[config.mk]
export PLATFORM = sky130hd
export DESIGN_NAME = move_controller
export DESIGN_NICKNAME = d
export VERILOG_FILES = /design/src/rtl/game_pkg.sv /design/src/rtl/spawn_lfsr.sv /design/src/rtl/move_controller.sv
export SDC_FILE = /design/constraint.sdc
export NUM_CORES = 1
export LEC_CHECK = 0
export BUFFER_PORTS_ARGS = -buffer_cell sky130_fd_sc_hd__buf_2
export CORE_MARGIN = 2
export CORE_UTILIZATION = 58
export DETAILED_ROUTE_END_ITERATION = 8
export PLACE_DENSITY = 0.78
export SLEW_MARGIN = 15
export SYNTH_ARGS = -nofsm -noshare
export SYNTH_HDL_FRONTEND = slang
export SYNTH_SLANG_ARGS = --single-unit
[constraint.sdc]
create_clock -name clk -period 2.95 [get_ports clk]
set_input_delay 0.4425 -clock clk [delete_from_list [all_inputs] [get_ports clk]]
set_output_delay 0.4425 -clock clk [all_outputs]
set_load 0.02 [all_outputs]
[src/rtl/game_pkg.sv]
// game_pkg: shared constants, direction encodings, controller state enum and
// board-inspection helpers for the 4x4 tile grid and its move controller.
package game_pkg;

  localparam int CELL_W  = 4;
  localparam int GRID_N  = 4;
  localparam int N_CELLS = GRID_N * GRID_N;
  localparam logic [CELL_W-1:0] WIN_CODE = 4'd11;

  // One-hot lane directions as seen on a lead node's ready_from input.
  localparam logic [3:0] DIR_UP    = 4'b0001;
  localparam logic [3:0] DIR_RIGHT = 4'b0010;
  localparam logic [3:0] DIR_DOWN  = 4'b0100;
  localparam logic [3:0] DIR_LEFT  = 4'b1000;

  typedef enum logic [2:0] {
    ST_INIT,
    ST_IDLE,
    ST_INJECT,
    ST_WAIT,
    ST_COMPARE,
    ST_SCAN,
    ST_PRESET,
    ST_CHECK
  } ctrl_state_t;

  // Encoded move direction (0=up, 1=right, 2=down, 3=left) to lane one-hot.
  function automatic logic [3:0] dir_onehot(input logic [1:0] dir);
    logic [3:0] oh;
    case (dir)
      2'd0:    oh = DIR_UP;
      2'd1:    oh = DIR_RIGHT;
      2'd2:    oh = DIR_DOWN;
      default: oh = DIR_LEFT;
    endcase
    return oh;
  endfunction

  function automatic logic [CELL_W-1:0] cell_at(input logic [N_CELLS*CELL_W-1:0] board,
                                                input int idx);
    return board[idx*CELL_W +: CELL_W];
  endfunction

  function automatic logic board_has_win(input logic [N_CELLS*CELL_W-1:0] board);
    logic hit;
    hit = 1'b0;
    for (int i = 0; i < N_CELLS; i++) begin
      if (cell_at(board, i) == WIN_CODE) hit = 1'b1;
    end
    return hit;
  endfunction

  // True when no empty cell exists and no orthogonal neighbours could merge.
  function automatic logic board_stuck(input logic [N_CELLS*CELL_W-1:0] board);
    logic any_empty;
    logic any_pair;
    any_empty = 1'b0;
    any_pair  = 1'b0;
    for (int r = 0; r < GRID_N; r++) begin
      for (int c = 0; c < GRID_N; c++) begin
        if (cell_at(board, r*GRID_N + c) == '0) any_empty = 1'b1;
        if (c < GRID_N-1 && cell_at(board, r*GRID_N + c) == cell_at(board, r*GRID_N + c + 1))
          any_pair = 1'b1;
        if (r < GRID_N-1 && cell_at(board, r*GRID_N + c) == cell_at(board, (r+1)*GRID_N + c))
          any_pair = 1'b1;
      end
    end
    return !any_empty && !any_pair;
  endfunction

endpackage

[src/rtl/spawn_lfsr.sv]
// spawn_lfsr: 16-bit Galois LFSR (x^16+x^14+x^13+x^11) that picks spawn
// cells and tile values. Free-runs every cycle; rst reloads the seed.
module spawn_lfsr #(
  parameter logic [15:0] SEED = 16'hACE1
) (
  input  logic       clk,
  input  logic       rst,
  output logic [7:0] rnd
);

  // An all-zero state would lock the register, so a zero seed becomes 1.
  localparam logic [15:0] SEED_EFF = (SEED == 16'h0000) ? 16'h0001 : SEED;
  localparam logic [15:0] TAPS     = 16'hB400;

  logic [15:0] state;

  // Right-shifting Galois step; feedback taps applied when the LSB falls out.
  always_ff @(posedge clk) begin
    // NOTE: sequential state uses non-blocking <= so every flop samples pre-edge values.
    if (rst) state <= SEED_EFF;
    else     state <= {1'b0, state[15:1]} ^ (state[0] ? TAPS : 16'h0000);
  end

  assign rnd = state[7:0];

endmodule

[src/rtl/move_controller.sv]
// move_controller: accepts one move at a time, injects the ready wavefront
// into each lane's lead node, collects lane completion, spawns a tile and
// tracks win / game-over / move count.
// Optional: define MOVE_TIMEOUT_EN to enable the WAIT-state watchdog that
// pulses fault and abandons a move after WATCHDOG_CYC cycles.
module move_controller
  import game_pkg::*;
#(
  parameter logic [15:0] LFSR_SEED    = 16'hACE1,
  parameter int          WATCHDOG_CYC = 64
) (
  input  logic        clk,
  input  logic        rst,
  input  logic        move_valid,
  input  logic [1:0]  move_dir,
  output logic        move_ready,
  input  logic [63:0] board_value,
  input  logic [3:0]  lane_done,
  output logic [3:0]  inject_dir,
  output logic [15:0] preset_ext,
  output logic [3:0]  preset_value,
  output logic [15:0] move_count,
  output logic        win,
  output logic        game_over,
  output logic        fault
);

`ifdef MOVE_TIMEOUT_EN
  localparam bit TIMEOUT_EN = 1'b1;
`else
  localparam bit TIMEOUT_EN = 1'b0;
`endif

  localparam int              WD_W    = $clog2(WATCHDOG_CYC) + 1;
  localparam logic [WD_W-1:0] WD_LAST = WD_W'(WATCHDOG_CYC - 1);

  ctrl_state_t     state;
  logic [1:0]      spawn_cnt;
  logic [63:0]     snapshot;
  logic [3:0]      done_latch;
  logic [3:0]      scan_idx;
  logic [3:0]      scan_cnt;
  logic [WD_W-1:0] wd_cnt;
  logic [7:0]      rnd;
  logic [3:0]      done_next;

  spawn_lfsr #(.SEED(LFSR_SEED)) u_lfsr (
    .clk (clk),
    .rst (rst),
    .rnd (rnd)
  );

  // Latch view including this cycle's pulses, so simultaneous bits all count now.
  assign done_next = done_latch | lane_done;

  // Controller FSM with registered outputs.
  always_ff @(posedge clk) begin
    if (rst) begin
      state        <= ST_INIT;
      spawn_cnt    <= 2'd2;
      move_ready   <= 1'b0;
      inject_dir   <= '0;
      preset_ext   <= '0;
      preset_value <= '0;
      move_count   <= '0;
      win          <= 1'b0;
      game_over    <= 1'b0;
      fault        <= 1'b0;
      // NOTE: the snapshot is an ordinary register, not a RAM, so it is reset like the rest.
      snapshot     <= '0;
      done_latch   <= '0;
      scan_idx     <= '0;
      scan_cnt     <= '0;
      wd_cnt       <= '0;
    end else begin
      // NOTE: pulse outputs default low here so each is high for exactly one cycle.
      inject_dir   <= '0;
      preset_ext   <= '0;
      preset_value <= '0;
      fault        <= 1'b0;

      case (state)
        ST_INIT: begin
          state    <= ST_SCAN;
          scan_idx <= rnd[3:0];
          scan_cnt <= '0;
        end

        ST_IDLE: begin
          move_ready <= ~game_over;
          if (move_valid && move_ready) begin
            snapshot   <= board_value;
            inject_dir <= dir_onehot(move_dir);
            move_ready <= 1'b0;
            state      <= ST_INJECT;
          end
        end

        ST_INJECT: begin
          // Completions seen while the wavefront is being launched are stale.
          done_latch <= '0;
          wd_cnt     <= '0;
          state      <= ST_WAIT;
        end

        ST_WAIT: begin
          done_latch <= done_next;
          if (&done_next) begin
            state <= ST_COMPARE;
          end else if (TIMEOUT_EN && wd_cnt == WD_LAST) begin
            fault      <= 1'b1;
            move_ready <= ~game_over;
            state      <= ST_IDLE;
          end else begin
            wd_cnt <= wd_cnt + 1'b1;
          end
        end

        ST_COMPARE: begin
          if (board_value != snapshot) begin
            if (move_count != 16'hFFFF) move_count <= move_count + 16'd1;
            state    <= ST_SCAN;
            scan_idx <= rnd[3:0];
            scan_cnt <= '0;
          end else begin
            state <= ST_CHECK;
          end
        end

        ST_SCAN: begin
          if (cell_at(board_value, int'(scan_idx)) == '0) begin
            state        <= ST_PRESET;
            preset_ext   <= 16'(1) << scan_idx;
            preset_value <= (rnd[7:4] == 4'd0) ? 4'd2 : 4'd1;
          end else begin
            scan_idx <= scan_idx + 4'd1;
            scan_cnt <= scan_cnt + 4'd1;
            if (scan_cnt == 4'd15) state <= ST_CHECK;
          end
        end

        ST_PRESET: begin
          if (spawn_cnt != 2'd0) spawn_cnt <= spawn_cnt - 2'd1;
          if (spawn_cnt > 2'd1) begin
            state    <= ST_SCAN;
            scan_idx <= rnd[3:0];
            scan_cnt <= '0;
          end else begin
            state <= ST_CHECK;
          end
        end

        ST_CHECK: begin
          if (board_has_win(board_value)) win <= 1'b1;
          if (board_stuck(board_value)) game_over <= 1'b1;
          move_ready <= ~(game_over | board_stuck(board_value));
          state      <= ST_IDLE;
        end

        default: state <= ST_INIT;
      endcase
    end
  end

endmodule

==> results of run 1 <==
worst max-delay path, stage by stage (launching register included):
cell,delay (ns)
dfxtp_1,0.32
xor2_1,0.20
nor4_1,0.54
nand4_1,0.20
nor4_2,0.48
buf_4,0.20
a221o_1,0.30
a221oi_2,0.11
a211oi_2,0.19
metal layers:
| metal | up-vias | global-route usage | wire [um] |
|---|---|---|---|
| met2 | 368 | 0.432 | 9260 |
| met3 | 38 | 0.0708 | 2120 |
| met4 | 0 | 0.101 | 477 |
| met1 | 3296 | 0.410 | 9060 |
| li1 | 3353 | - | - |
| met5 | - | 0 | 0 |
registers in the layout, summed over array words and instances, names as in the netlist:
signal and cells:
done_latch 4, game_over 1, inject_dir 4, move_count 16, move_ready 1, preset_ext 16, preset_value 2, scan_cnt 4
scan_idx 4, snapshot 64, spawn_cnt 2, state 3, u_lfsr.state 16, win 1
per-stage QoR:
step                      hold slack (ns)  cell area [um^2]   util
after floorplan                     0.389              7880      -
after global placement              0.392              8370  0.632
after detailed placement            0.395              8370  0.632
after CTS                           0.208              8980  0.678
after global routing                0.212              8980  0.678
final                               0.227              8980  0.678
power breakdown:
part           leakage (nW)  internal, mW  switching (mW)  total (mW)
Clock                 0.288          1.36           0.844        2.21
Sequential             1.12          1.94          0.0813        2.02
Combinational          2.13         0.350           0.557       0.907
Total                  3.53          3.65            1.48        5.13
area by class of cell:
class                           count  area [um^2]  share of cell area
Clock inverter                     12          165              0.0184
Multi-Input combinational cell    687         4540               0.506
Inverter                           12         45.0             0.00502
Clock buffer                       20          447              0.0498
Sequential cell                   138         2760               0.308
Timing Repair Buffer              142          798              0.0889
Tap cell                          176          220              0.0245
cell families (layout without fill, tap and decap cells):
logic type | count (synthesis) | after routing | synth area share
AO/OA/AOI/OAI | 133 | 133 | 0.106
XOR/XNOR | 166 | 166 | 0.185
adder cells (fa/ha/maj) | 10 | 10 | 0.0159
buffers and inverters | 120 | 186 | 0.0742
flip-flops | 138 | 138 | 0.351
multiplexers | 8 | 8 | 0.0108
other | 1 | 3 | 0.000476
AND/OR/NAND/NOR | 367 | 367 | 0.257
layout by cell type, fill, tap and decap left out, types with 8 or more instances in the layout:
master	n
nand3_1	13
buf_4	29
and3_1	13
xnor2_1	85
xor2_1	81
nand4_1	42
nand2_1	145
nor4_1	41
a21oi_1	85
ha_1	10
dfxtp_1	138
o31ai_1	8
nor2_1	23
inv_1	11
or4_1	9
clkbuf_16	17
buf_2	112
nor2b_1	12
and2_1	11
nand4b_1	16
path summary, 6_finish.rpt:
check | slack (ns) | endpoint | depth (start not counted) | startpoint
max | 0.33 | scan_idx[1] | 8 | snapshot[26]
min reg2reg | 0.42 | u_lfsr.state[7] | 1 | u_lfsr.state[8]
min | 0.23 | inject_dir[1] | 2 | move_dir[1]
max reg2reg | 0.33 | scan_idx[1] | 8 | snapshot[26]
==> out/results.ini, run 1 <==
[sta]
period_minus_slack_ns=2.62
timing.fmax_ghz=0.382
fin_crit_sh=0.888
fin_worst_skew_ns=0.00882
setup_violations=0
worst_slack_ns=0.331
drv_slew=0
hold_viol_final=0
setup_tns_ns=0
tightest_slew_ns=0.718
slew_headroom=0.522
rsz0062_at_grt=no

[route]
viasPerCell=5.94
drtAntennaViolNets=0
drt_wl_total_um=20900
wl_per_cell_um=17.6
drc=0
dr.pass1.iters=5
drtIter0Drc=704
routed-via-count=7055

[floorplanning]
die_h_um=121
rows=42
dieWidth_um=121
die_area_um2=14500
coreArea_um2=13200
start_util=0.594
pin_count=117

[clock_network]
tritoncts=yes
cts_setup_buffers=0
hold_buffers=0
worstSkewPairLatency_ns=0.42
cts_root_buf=clkbuf_16
clk_path_buf_depth=2
cts.sinks=138
cts_resized=0
numCtsBuffers=17
clk_pin_slew_worst_paths_ns=0.06
htree_levels=4

[final_layout]
drive_above_1_share=0.197
layout.cells.non_filler=1187
finalNetCount=1081
antenna_cells=0
nFillCells=1110
area_delta_synth_final_pct=14.0

[synthesis]
synthTopCellsByArea=dfxtp_1 35%, xnor2_1 9.5%, xor2_1 9.0%
synthArstFlopShare=0
synth.yosys.seq_area_share=0.351
postSynthAreaPerCell_um2=8.35
synth_top_cells_by_count=145 x nand2_1, 138 x dfxtp_1, 85 x a21oi_1, 85 x xnor2_1, 81 x xor2_1
synth-edff-count=0
post-synth-top-area-fraction=0.351
synth.most_common_cell=nand2_1
yosys.area.top_type=dfxtp_1
ys.warnings.count=0
syn_area_um2=7870
ys_ff_latch=138
ys.flop_type=dfxtp_1
synthDistinctLibCells=64
syn-instance-count=943

[critical_path]
critPathKind=reg -> reg
worstPathArrival_ns=2.97
crit_required_ns=3.30
startpoint_type=register
end_kind=register
critPathMaxFanout=7

[placement]
port_buffers=113
placed_cells=1155
pre_cts_ws_ns=0.0965
dp_hpwl_um=14800
gp_congestion=0.948

[global_routing]
gr-total-overflow=0
grt_max_degree=67
antenna_found_initial=0
track_usage=0.290
grt_pass1_wl_um=32900
grt_pass1_vias=6251

[power]
vdd_drop_max_mv=0.377
finalPower_mw=5.13
power_density_nw_per_um2=572
leakage_nw=3.53

[min_path]
min_path_type=in -> reg

[flow_run]
drv_cap=0

[run_status]
run_status=finished clean

(Power assumes the default switching activity.)
==> inputs of run 2 (changes only) <==
--- a/config.mk
+++ b/config.mk
@@ -7,10 +7,11 @@
 export LEC_CHECK = 0
 export BUFFER_PORTS_ARGS = -buffer_cell sky130_fd_sc_hd__buf_2
 export CORE_MARGIN = 2
-export CORE_UTILIZATION = 58
+export CORE_UTILIZATION = 62
 export DETAILED_ROUTE_END_ITERATION = 8
-export PLACE_DENSITY = 0.78
+export PLACE_DENSITY = 0.83
 export SLEW_MARGIN = 15
 export SYNTH_ARGS = -nofsm -noshare
 export SYNTH_HDL_FRONTEND = slang
 export SYNTH_SLANG_ARGS = --single-unit
+export TNS_END_PERCENT = 100
==> constraint.sdc (replaced) <==
create_clock -name clk -period 3.05 [get_ports clk]
set_input_delay 0.4575 -clock clk [delete_from_list [all_inputs] [get_ports clk]]
set_output_delay 0.4575 -clock clk [all_outputs]
set_load 0.02 [all_outputs]
==> out/results.ini, run 2 (synthesis gave the netlist of run 1 again) <==
[critical_path]
crit_chain=and4_1, nand4_1, nor3_1, nand4_1, nor2_2, buf_4, o311ai_1, o41ai_1
ff2ff_setup_slack_ns=0.44  ; +0.11 ns
startpoint_type=register
worstPathArrival_ns=2.91  ; -0.06 ns
r2r_start=move_count[3]
r2r-end=move_count[9]
worst_path_max_delay_cell=nor2_2
crit_path_frequent_cell=nand4_1
slowest_delay_ns=0.45  ; -0.09 ns
reg2reg_depth=8  ; unchanged
end_kind=register
critPathKind=reg -> reg
crit_required_ns=3.35  ; +0.05 ns
critPathMaxFanout=15  ; +8

[min_path]
min_path_type=in -> reg
hp-start=move_dir[0]
hold_end=inject_dir[0]
hold_depth=2  ; unchanged

[floorplanning]
die_area_um2=13600  ; -6.2%
pin_count=117  ; unchanged
rows=41  ; -2.4%
coreArea_um2=12500  ; -5.5%
start_util=0.629  ; +0.0345
dieWidth_um=117  ; -3.2%
die_h_um=117  ; -3.2%

[clock_network]
cts_setup_buffers=0  ; unchanged
cts_root_buf=clkbuf_16
hold_buffers=0  ; unchanged
cts_resized=0  ; unchanged
htree_levels=4  ; unchanged
clk_path_buf_depth=2  ; unchanged
worstSkewPairLatency_ns=0.43  ; about the same
clk_pin_slew_worst_paths_ns=0.06  ; about the same
cts.sinks=138  ; unchanged
numCtsBuffers=17  ; unchanged
tritoncts=yes

[final_layout]
final_cell_mix=145 x nand2_1, 138 x dfxtp_1, 112 x buf_2
final_common_cell=nand2_1
multi_input_area_um2=4540  ; unchanged
area_delta_synth_final_pct=12.6
finalNetCount=1073  ; -0.74%
largest_register_ffs=64  ; unchanged
fin_area_um2=8860  ; -1.3%
nFillCells=1026  ; -7.6%
drive_above_1_share=0.190  ; -0.00721
finish.utilization=0.708  ; +0.0301
layout.cells.non_filler=1175  ; -1.0%
regArea_um2=2760  ; unchanged
regMostFlops=snapshot

[global_routing]
track_usage=0.315  ; +0.0245
antenna_found_initial=0  ; unchanged
grt_pass1_wl_um=32800  ; -0.25%
gr-total-overflow=0  ; unchanged
grt_max_degree=67  ; unchanged
grt_pass1_vias=6289  ; +0.61%

[placement]
gp_congestion=0.969  ; +2.3%
placed_cells=1143  ; -1.0%
dp_hpwl_um=14300  ; -3.1%
port_buffers=113  ; unchanged
placed_area_um2=8300  ; -0.78%

[sta]
hold_viol_final=0  ; unchanged
rsz0062_at_grt=no
tightest_slew_ns=0.715  ; -0.00232 ns
fin_worst_skew_ns=0.00892  ; +0.0000964 ns
setup_tns_ns=0  ; unchanged
timing.fmax_ghz=0.384  ; +0.44%
drv_slew=0  ; unchanged
fin_crit_sh=0.855  ; -0.0329
slew_headroom=0.523  ; +0.00155
period_minus_slack_ns=2.61  ; -0.0115 ns
setup_violations=0  ; unchanged
timing.hold.ws_ns=0.245  ; +0.0181 ns

[route]
viasPerCell=6.05  ; +1.7%
routed-via-count=7105  ; +0.71%
drc=0  ; unchanged
drtIter0Drc=738  ; +4.8%
wl_per_cell_um=17.7  ; +0.27%
drt_wl_total_um=20800  ; -0.75%
dr.pass1.iters=7  ; +2
drtAntennaViolNets=0  ; unchanged

[flow_run]
drv_cap=0  ; unchanged

[run_status]
run_status=finished clean

[power]
power_density_nw_per_um2=540  ; -5.6%
leakage_nw=3.48  ; -1.6%
vdd_drop_max_mv=0.315  ; -17%

==> run 2: changes by cell type in the layout (fill, tap and decap cells not counted), sizes merged <==
cell / change
clkbuf: -1
diode: +1
clkinv: +4
inv: -2
bufinv: -1
clkinvlp: -1
buf: -8
==> run 2: how the worst max path moves through the flow <==
stage,from,end,slack [ns],cells past startpoint
6_report,move_count[3],move_count[9],0.44,8
5_1_grt,move_count[3],move_count[9],0.24,8
4_1_cts,move_count[4],move_count[9],0.46,8
3_5_place_dp,board_value[40],move_count[11],0.33,8
3_3_place_gp,board_value[26],move_count[5],0.30,8
2_1_floorplan,board_value[49],preset_ext[0],0.69,8
==> run 2: final cells by class <==
cell class	instances	share of cell area
Multi-Input combinational cell	687	0.512
Sequential cell	138	0.312
Timing Repair Buffer	134	0.0833
Clock buffer	19	0.0488
Tap cell	172	0.0243
Clock inverter	12	0.0143
Inverter	12	0.00508
Antenna cell	1	0.000282
==> run 2: metrics by stage <==
| step | worst slack (ns) | power, mW |
|---|---|---|
| floorplan | 0.694 | 2.63 |
| global placement | 0.303 | 2.81 |
| detailed placement | 0.334 | 2.83 |
| CTS | 0.465 | 4.78 |
| global route | 0.242 | 4.97 |
| finish | 0.442 | 4.78 |
==> run 2: layer usage <==
metal  part of all wire  track usage  vias up
li1                   -            -     3345
met3               0.10       0.0711       59
met1               0.42        0.433     3340
met4              0.034        0.139        0
met2               0.44        0.474      361
met5                  0            0        -
==> run 2: report_power, final <==
group | switching [mW] | internal [mW] | leakage (nW) | total [mW]
combinational | 0.523 | 0.329 | 2.09 | 0.852
sequential | 0.0890 | 1.87 | 1.12 | 1.96
clock | 0.776 | 1.19 | 0.273 | 1.97
total | 1.39 | 3.39 | 3.48 | 4.78
==> run 2: worst max-delay path, delay by kind of cell (launching register included) <==
kind            cells  cell delay [ns]
simple gates        5             1.54
compound gates      2             0.24
buf+inv             1             0.28
flops               1             0.42
